<file path="src/rtl/vfpu_result_buffer.sv">
// -----------------------------------------------------------------------------
// vfpu_result_buffer
//
// Captures every result the VFPU datapath emits (result word, IEEE exception
// flags, issue tag). The results are held in a first-word-fall-through FIFO
// and drained to the platform monitor/scoreboard over a valid/ready handshake.
// The VFPU has no backpressure, so a result that arrives while the FIFO is full
// and not being popped is dropped, and the sticky overflow bit is set. A
// saturating result counter and a sticky OR of the exception flags support
// end-of-test checks.
//
// Ports
//   clk, rst        rising-edge clock, synchronous active-high reset
//   clr             synchronous clear of overflow, flag_acc, result_cnt
//   in_valid        result valid from the VFPU (no ready is returned)
//   in_data/flags/tag  result word, {NV,DZ,OF,UF,NX}, issue tag
//   out_valid/ready handshake toward the consumer
//   out_data/flags/tag head entry, forced to zero while empty
//   level           occupancy 0..DEPTH
//   full, empty     derived from level
//   overflow        sticky: at least one result was dropped
//   flag_acc        sticky OR of the flags of all accepted results
//   result_cnt      saturating count of accepted results
//
// DEPTH must be a power of two and at least 2, because the pointers wrap by
// natural binary overflow.
// -----------------------------------------------------------------------------
module vfpu_result_buffer #(
    parameter int DATA_W = 32,
    parameter int FLAG_W = 5,
    parameter int TAG_W  = 4,
    parameter int DEPTH  = 8,
    parameter int CNT_W  = 16
) (
    input  logic                       clk,
    input  logic                       rst,
    input  logic                       clr,
    input  logic                       in_valid,
    input  logic [DATA_W-1:0]          in_data,
    input  logic [FLAG_W-1:0]          in_flags,
    input  logic [TAG_W-1:0]           in_tag,
    output logic                       out_valid,
    input  logic                       out_ready,
    output logic [DATA_W-1:0]          out_data,
    output logic [FLAG_W-1:0]          out_flags,
    output logic [TAG_W-1:0]           out_tag,
    output logic [$clog2(DEPTH):0]     level,
    output logic                       full,
    output logic                       empty,
    output logic                       overflow,
    output logic [FLAG_W-1:0]          flag_acc,
    output logic [CNT_W-1:0]           result_cnt
);

    localparam int PTR_W   = $clog2(DEPTH);
    localparam int LVL_W   = PTR_W + 1;
    localparam int ENTRY_W = DATA_W + FLAG_W + TAG_W;

    logic [ENTRY_W-1:0] mem [DEPTH];
    logic [PTR_W-1:0]   wr_ptr;
    logic [PTR_W-1:0]   rd_ptr;
    logic [ENTRY_W-1:0] head;

    logic push;
    logic pop;
    logic drop;

    // full/empty decode only the level register, so they change only at a
    // clock edge.
    assign full      = (level == LVL_W'(DEPTH));
    assign empty     = (level == '0);
    assign out_valid = !empty;

    assign pop  = out_valid && out_ready;
    // A pop in the same cycle frees a slot, so a full FIFO still accepts.
    assign push = in_valid && (!full || pop);
    assign drop = in_valid && full && !pop;

    // Pointers, level
    // NOTE: sequential state uses non-blocking assignments only. The other
    // always_ff blocks then all see the pre-edge values of push, pop and level.
    always_ff @(posedge clk) begin
        if (rst) begin
            wr_ptr <= '0;
            rd_ptr <= '0;
            level  <= '0;
        end else begin
            if (push) wr_ptr <= wr_ptr + PTR_W'(1);
            if (pop)  rd_ptr <= rd_ptr + PTR_W'(1);
            case ({push, pop})
                2'b10:   level <= level + LVL_W'(1);
                2'b01:   level <= level - LVL_W'(1);
                default: level <= level;
            endcase
        end
    end

    // Storage
    // NOTE: the storage array has no reset. Only the pointers and the level
    // define which entries are valid, and leaving the array unreset lets it map
    // onto plain RAM/register-file cells.
    always_ff @(posedge clk) begin
        if (!rst && push) begin
            mem[wr_ptr] <= {in_data, in_flags, in_tag};
        end
    end

    // First-word-fall-through head. The outputs are masked to zero while the
    // FIFO is empty, so stale entries are never visible.
    assign head      = mem[rd_ptr];
    assign out_data  = empty ? '0 : head[ENTRY_W-1 -: DATA_W];
    assign out_flags = empty ? '0 : head[TAG_W +: FLAG_W];
    assign out_tag   = empty ? '0 : head[TAG_W-1:0];

    // Statistics. With clr, this cycle's push or drop is folded into the
    // cleared values, so nothing that happens in the clr cycle is lost.
    always_ff @(posedge clk) begin
        if (rst) begin
            overflow   <= 1'b0;
            flag_acc   <= '0;
            result_cnt <= '0;
        end else if (clr) begin
            overflow   <= drop;
            flag_acc   <= push ? in_flags : '0;
            result_cnt <= push ? CNT_W'(1) : '0;
        end else begin
            if (drop) overflow <= 1'b1;
            if (push) begin
                flag_acc <= flag_acc | in_flags;
                if (result_cnt != '1) result_cnt <= result_cnt + CNT_W'(1);
            end
        end
    end

endmodule

</file>
<file path="config.mk">
export PLATFORM = sky130hd
export DESIGN_NAME = vfpu_result_buffer
export DESIGN_NICKNAME = d
export VERILOG_FILES = /design/src/rtl/vfpu_result_buffer.sv
export SDC_FILE = /design/constraint.sdc
export NUM_CORES = 1
export LEC_CHECK = 0
export ABC_AREA = 1
export BUFFER_PORTS_ARGS = -buffer_cell sky130_fd_sc_hd__clkbuf_2
export CORE_ASPECT_RATIO = 1.1
export CORE_MARGIN = 5
export CORE_UTILIZATION = 50
export CTS_CLUSTER_SIZE = 16
export DETAILED_ROUTE_END_ITERATION = 8
export GPL_ROUTABILITY_DRIVEN = 1
export PLACE_DENSITY = 0.68
export RECOVER_POWER = 25
export SLEW_MARGIN = 20
export SYNTH_ARGS = -nofsm -noshare
export SYNTH_HDL_FRONTEND = slang
export SYNTH_SLANG_ARGS = --single-unit
</file>
<file path="constraint.sdc">
create_clock -name clk -period 5.6 [get_ports clk]
set_input_delay 0 -clock clk [delete_from_list [all_inputs] [get_ports clk]]
set_output_delay 0 -clock clk [all_outputs]
set_load 0.02 [all_outputs]
</file>
==> flow_metrics.py <==
metrics = {
    "status": {
        "outcome": "complete, no violations",
    },
    "floorplanning": {
        "rows": 65,
        "dieArea_um2": 33000,
        "coreArea_um2": 28900,
        "ios": 116,
        "die_w_um": 174,
        "start_util": 0.510,
        "dieHeight_um": 190,
    },
    "clock_network": {
        "clkTransAtPathRegs_ps": 60,
        "htree_levels": 2,
        "cts_buffers": 38,
        "clk_latency_ps": 520,
        "clkSinkCount": 363,
        "cts_tree": "done",
        "cts_root_buffer": "clkbuf_16",
        "clockBufferDepth": 3,
    },
    "layout": {
        "multi_input_area_um2": 3740,
        "seq_area_um2": 10600,
        "syn_to_final_growth_pct": 17.3,
        "diodes": 0,
        "final_util": 0.598,
        "fillerInstances": 2289,
        "instances_no_fill": 1800,
        "fin_nets": 1455,
        "drive_above_1_share": 0.136,
    },
    "critical_path": {
        "cp.arrival_ps": 3350,
        "cp.required_ps": 5600,
        "r2r_end": "mem[0][1]$_DFFE_PP_",
        "reg2reg_slack_ps": 2690,
        "rr_worst_depth": 7,
        "cp-end-kind": "primary output",
        "crit_type": "flop to primary output",
        "critPathMaxFanout": 91,
        "cp-start-kind": "flop",
        "r2r_start": "level[2]$_SDFFE_PP0P_",
    },
    "power": {
        "leakagePower_nw": 6.03,
        "power.total_mw": 6.92,
        "power_density_nw_per_um2": 400,
        "ir_drop_uv": 287,
    },
    "placed_design": {
        "place_inst": 1687,
        "place_congestion": 0.825,
        "dp_hpwl_um": 17300,
        "portBuffers": 115,
    },
    "sta": {
        "slew_headroom": 0.299,
        "setup_viol_count_final": 0,
        "period_share": 0.599,
        "period_minus_slack_ps": 3350,
        "whs_ps": 335,
        "drv_slew": 0,
        "max_freq_mhz": 298,
        "skew_ps": 17.2,
        "finalSetupTns_ps": 0,
        "finalHoldViolCount": 0,
        "tightest_slew_ps": 1050,
        "rsz0062_at_grt": "no",
    },
    "global_route": {
        "grt_max_degree": 92,
        "gr-total-overflow": 0,
        "antenna_found_initial": 1,
        "gr-usage-all-layers": 0.191,
        "grt_pass1_wl_um": 51400,
        "grt_pass1_vias": 9766,
    },
    "synthesis": {
        "yosysUniqueCellTypes": 33,
        "syn_avg_cell_area_um2": 11.7,
        "synthCells": 1263,
        "syn_nets": 1313,
        "seq_area_frac_synth": 0.717,
        "yosysWarnings": 0,
        "ys_ff_latch": 363,
        "syn_area_um2": 14700,
    },
    "routing": {
        "avgViaCountPerCell": 5.50,
        "drtIter0Drc": 767,
        "drc": 0,
        "drtAntennaViolNets": 0,
        "vias": 9892,
        "wl_per_cell_um": 17.7,
        "dr.pass1.iters": 5,
        "finalWirelength_um": 31900,
    },
    "min_path": {
        "hp-start": "in_data[7]",
        "worstHoldPathType": "input port to flop",
        "hold_path_end": "mem[6][16]$_DFFE_PP_",
        "hold_depth": 2,
    },
    "run": {
        "max_cap_viol_count": 0,
    },
}
[layer usage]
metal / wire, um / GRT usage
met3: 2040 / 0.0374
met4: 400 / 0.0405
met2: 15500 / 0.327
met5: 7 / 0
met1: 14000 / 0.258
[critical path: stages (launching register included)]
cell,delay (ps)
dfxtp_4,1000
buf_4,770
nor2_1,110
nor2_1,100
o21ai_0,80
o21ai_0,90
o21ai_0,100
a31oi_1,320
clkbuf_2,240
[timing repair]
item | CTS | global route
setup buffers | 0 | 0
gates resized for setup | 0 | 0
endpoints found under the hold margin | 351 | 0
hold buffers | 46 | 0
[through the flow]
stage                     setup WS [ps]  area, um2
after floorplan                    2230      14700
after global placement             2690      15600
after detailed placement           2650      15600
after CTS                          2160      17300
after global routing               1900      17300
final                              2250      17300
[synthesized netlist by cell type]
cell,n,area [um2]
nor2_1,347,1300
edfxtp_1,328,9850
o21ai_0,234,1170
nand2_1,62,233
a31oi_1,42,263
clkbuf_1,36,135
dfxtp_1,35,701
inv_1,33,124
o21ai_1,23,115
nand3_1,21,105
buf_2,18,90.1
a21oi_2,10,87.6
nand4_1,10,62.6
buf_1,9,33.8
buf_4,7,52.6
nand2_2,7,43.8
a21oi_1,6,30.0
a22o_1,5,43.8
inv_2,5,18.8
xor2_1,5,43.8
ha_1,4,50.1
buf_6,2,22.5
nand2_4,2,22.5
nor2_2,2,12.5
nor2_4,2,22.5
buf_12,1,20.0
clkinv_1,1,3.75
nor2_8,1,20.0
o211ai_1,1,7.51
o21ai_2,1,8.76
o221ai_1,1,8.76
o31ai_1,1,7.51
xnor2_1,1,8.76
[cells in the final DEF (no fill, tap or decap), types with 2 or more instances in the layout]
| cell | n |
|---|---|
| ha_1 | 4 |
| nor2_4 | 10 |
| xor2_1 | 5 |
| inv_1 | 33 |
| inv_2 | 4 |
| o21ai_0 | 234 |
| clkinv_2 | 2 |
| nand2_1 | 62 |
| o21ai_1 | 23 |
| a22o_1 | 5 |
| nand4_1 | 10 |
| buf_4 | 14 |
| dfxtp_1 | 33 |
| nand2_4 | 2 |
| clkbuf_1 | 34 |
| nand2_2 | 7 |
| dlygate4sd3_1 | 46 |
| a31oi_1 | 42 |
| edfxtp_1 | 328 |
| a21oi_2 | 10 |
| a21oi_1 | 6 |
| dfxtp_4 | 2 |
| clkbuf_2 | 90 |
| nor2_1 | 339 |
| bufinv_16 | 4 |
| nand3_1 | 20 |
| clkinv_1 | 9 |
| nor2_2 | 2 |
| clkbuf_16 | 41 |
[power by group]
group / switching, mW / internal, mW
logic: 0.885 / 0.395
clock network: 0.978 / 1.53
registers: 0.110 / 3.02
[registers in the layout (all words and copies together), names as in the netlist, named ones only]
signal and flops:
result_cnt 16, level 4, mem 328, flag_acc 5
rd_ptr 3, wr_ptr 3, overflow 1
[layout make-up]
cell class / instances / area share
Clock buffer: 51 / 0.0622
Sequential cell: 363 / 0.611
Clock inverter: 16 / 0.0104
Tap cell: 368 / 0.0267
Multi-Input combinational cell: 788 / 0.217
Timing Repair Buffer: 175 / 0.0643
Inverter: 39 / 0.00862
[how the worst max path moves through the flow]
| stage | from | end | slack, ps | depth (start not counted) |
|---|---|---|---|---|
| 2_1_floorplan | level[2]$_SDFFE_PP0P_ | mem[0][0]$_DFFE_PP_ | 2230 | 6 |
| 3_3_place_gp | flop | out_data[31] | 2690 | 8 |
| 3_5_place_dp | level[0]$_SDFFE_PP0P_ | mem[0][20]$_DFFE_PP_ | 2650 | 7 |
| 4_1_cts | flop | out_data[31] | 2160 | 8 |
| 5_1_grt | flop | out_data[31] | 1900 | 8 |
| 6_report | flop | out_data[31] | 2250 | 8 |
[cell families (layout without fill, tap and decap cells)]
family | Yosys count | after routing | synth area share
fa+ha+maj | 4 | 4 | 0.00340
xor+xnor | 6 | 6 | 0.00357
simple gates | 454 | 454 | 0.124
compound gates | 324 | 324 | 0.118
flops | 363 | 363 | 0.717
buf+inv | 112 | 281 | 0.0340
No activity file was read; power rests on OpenSTA's default activity.
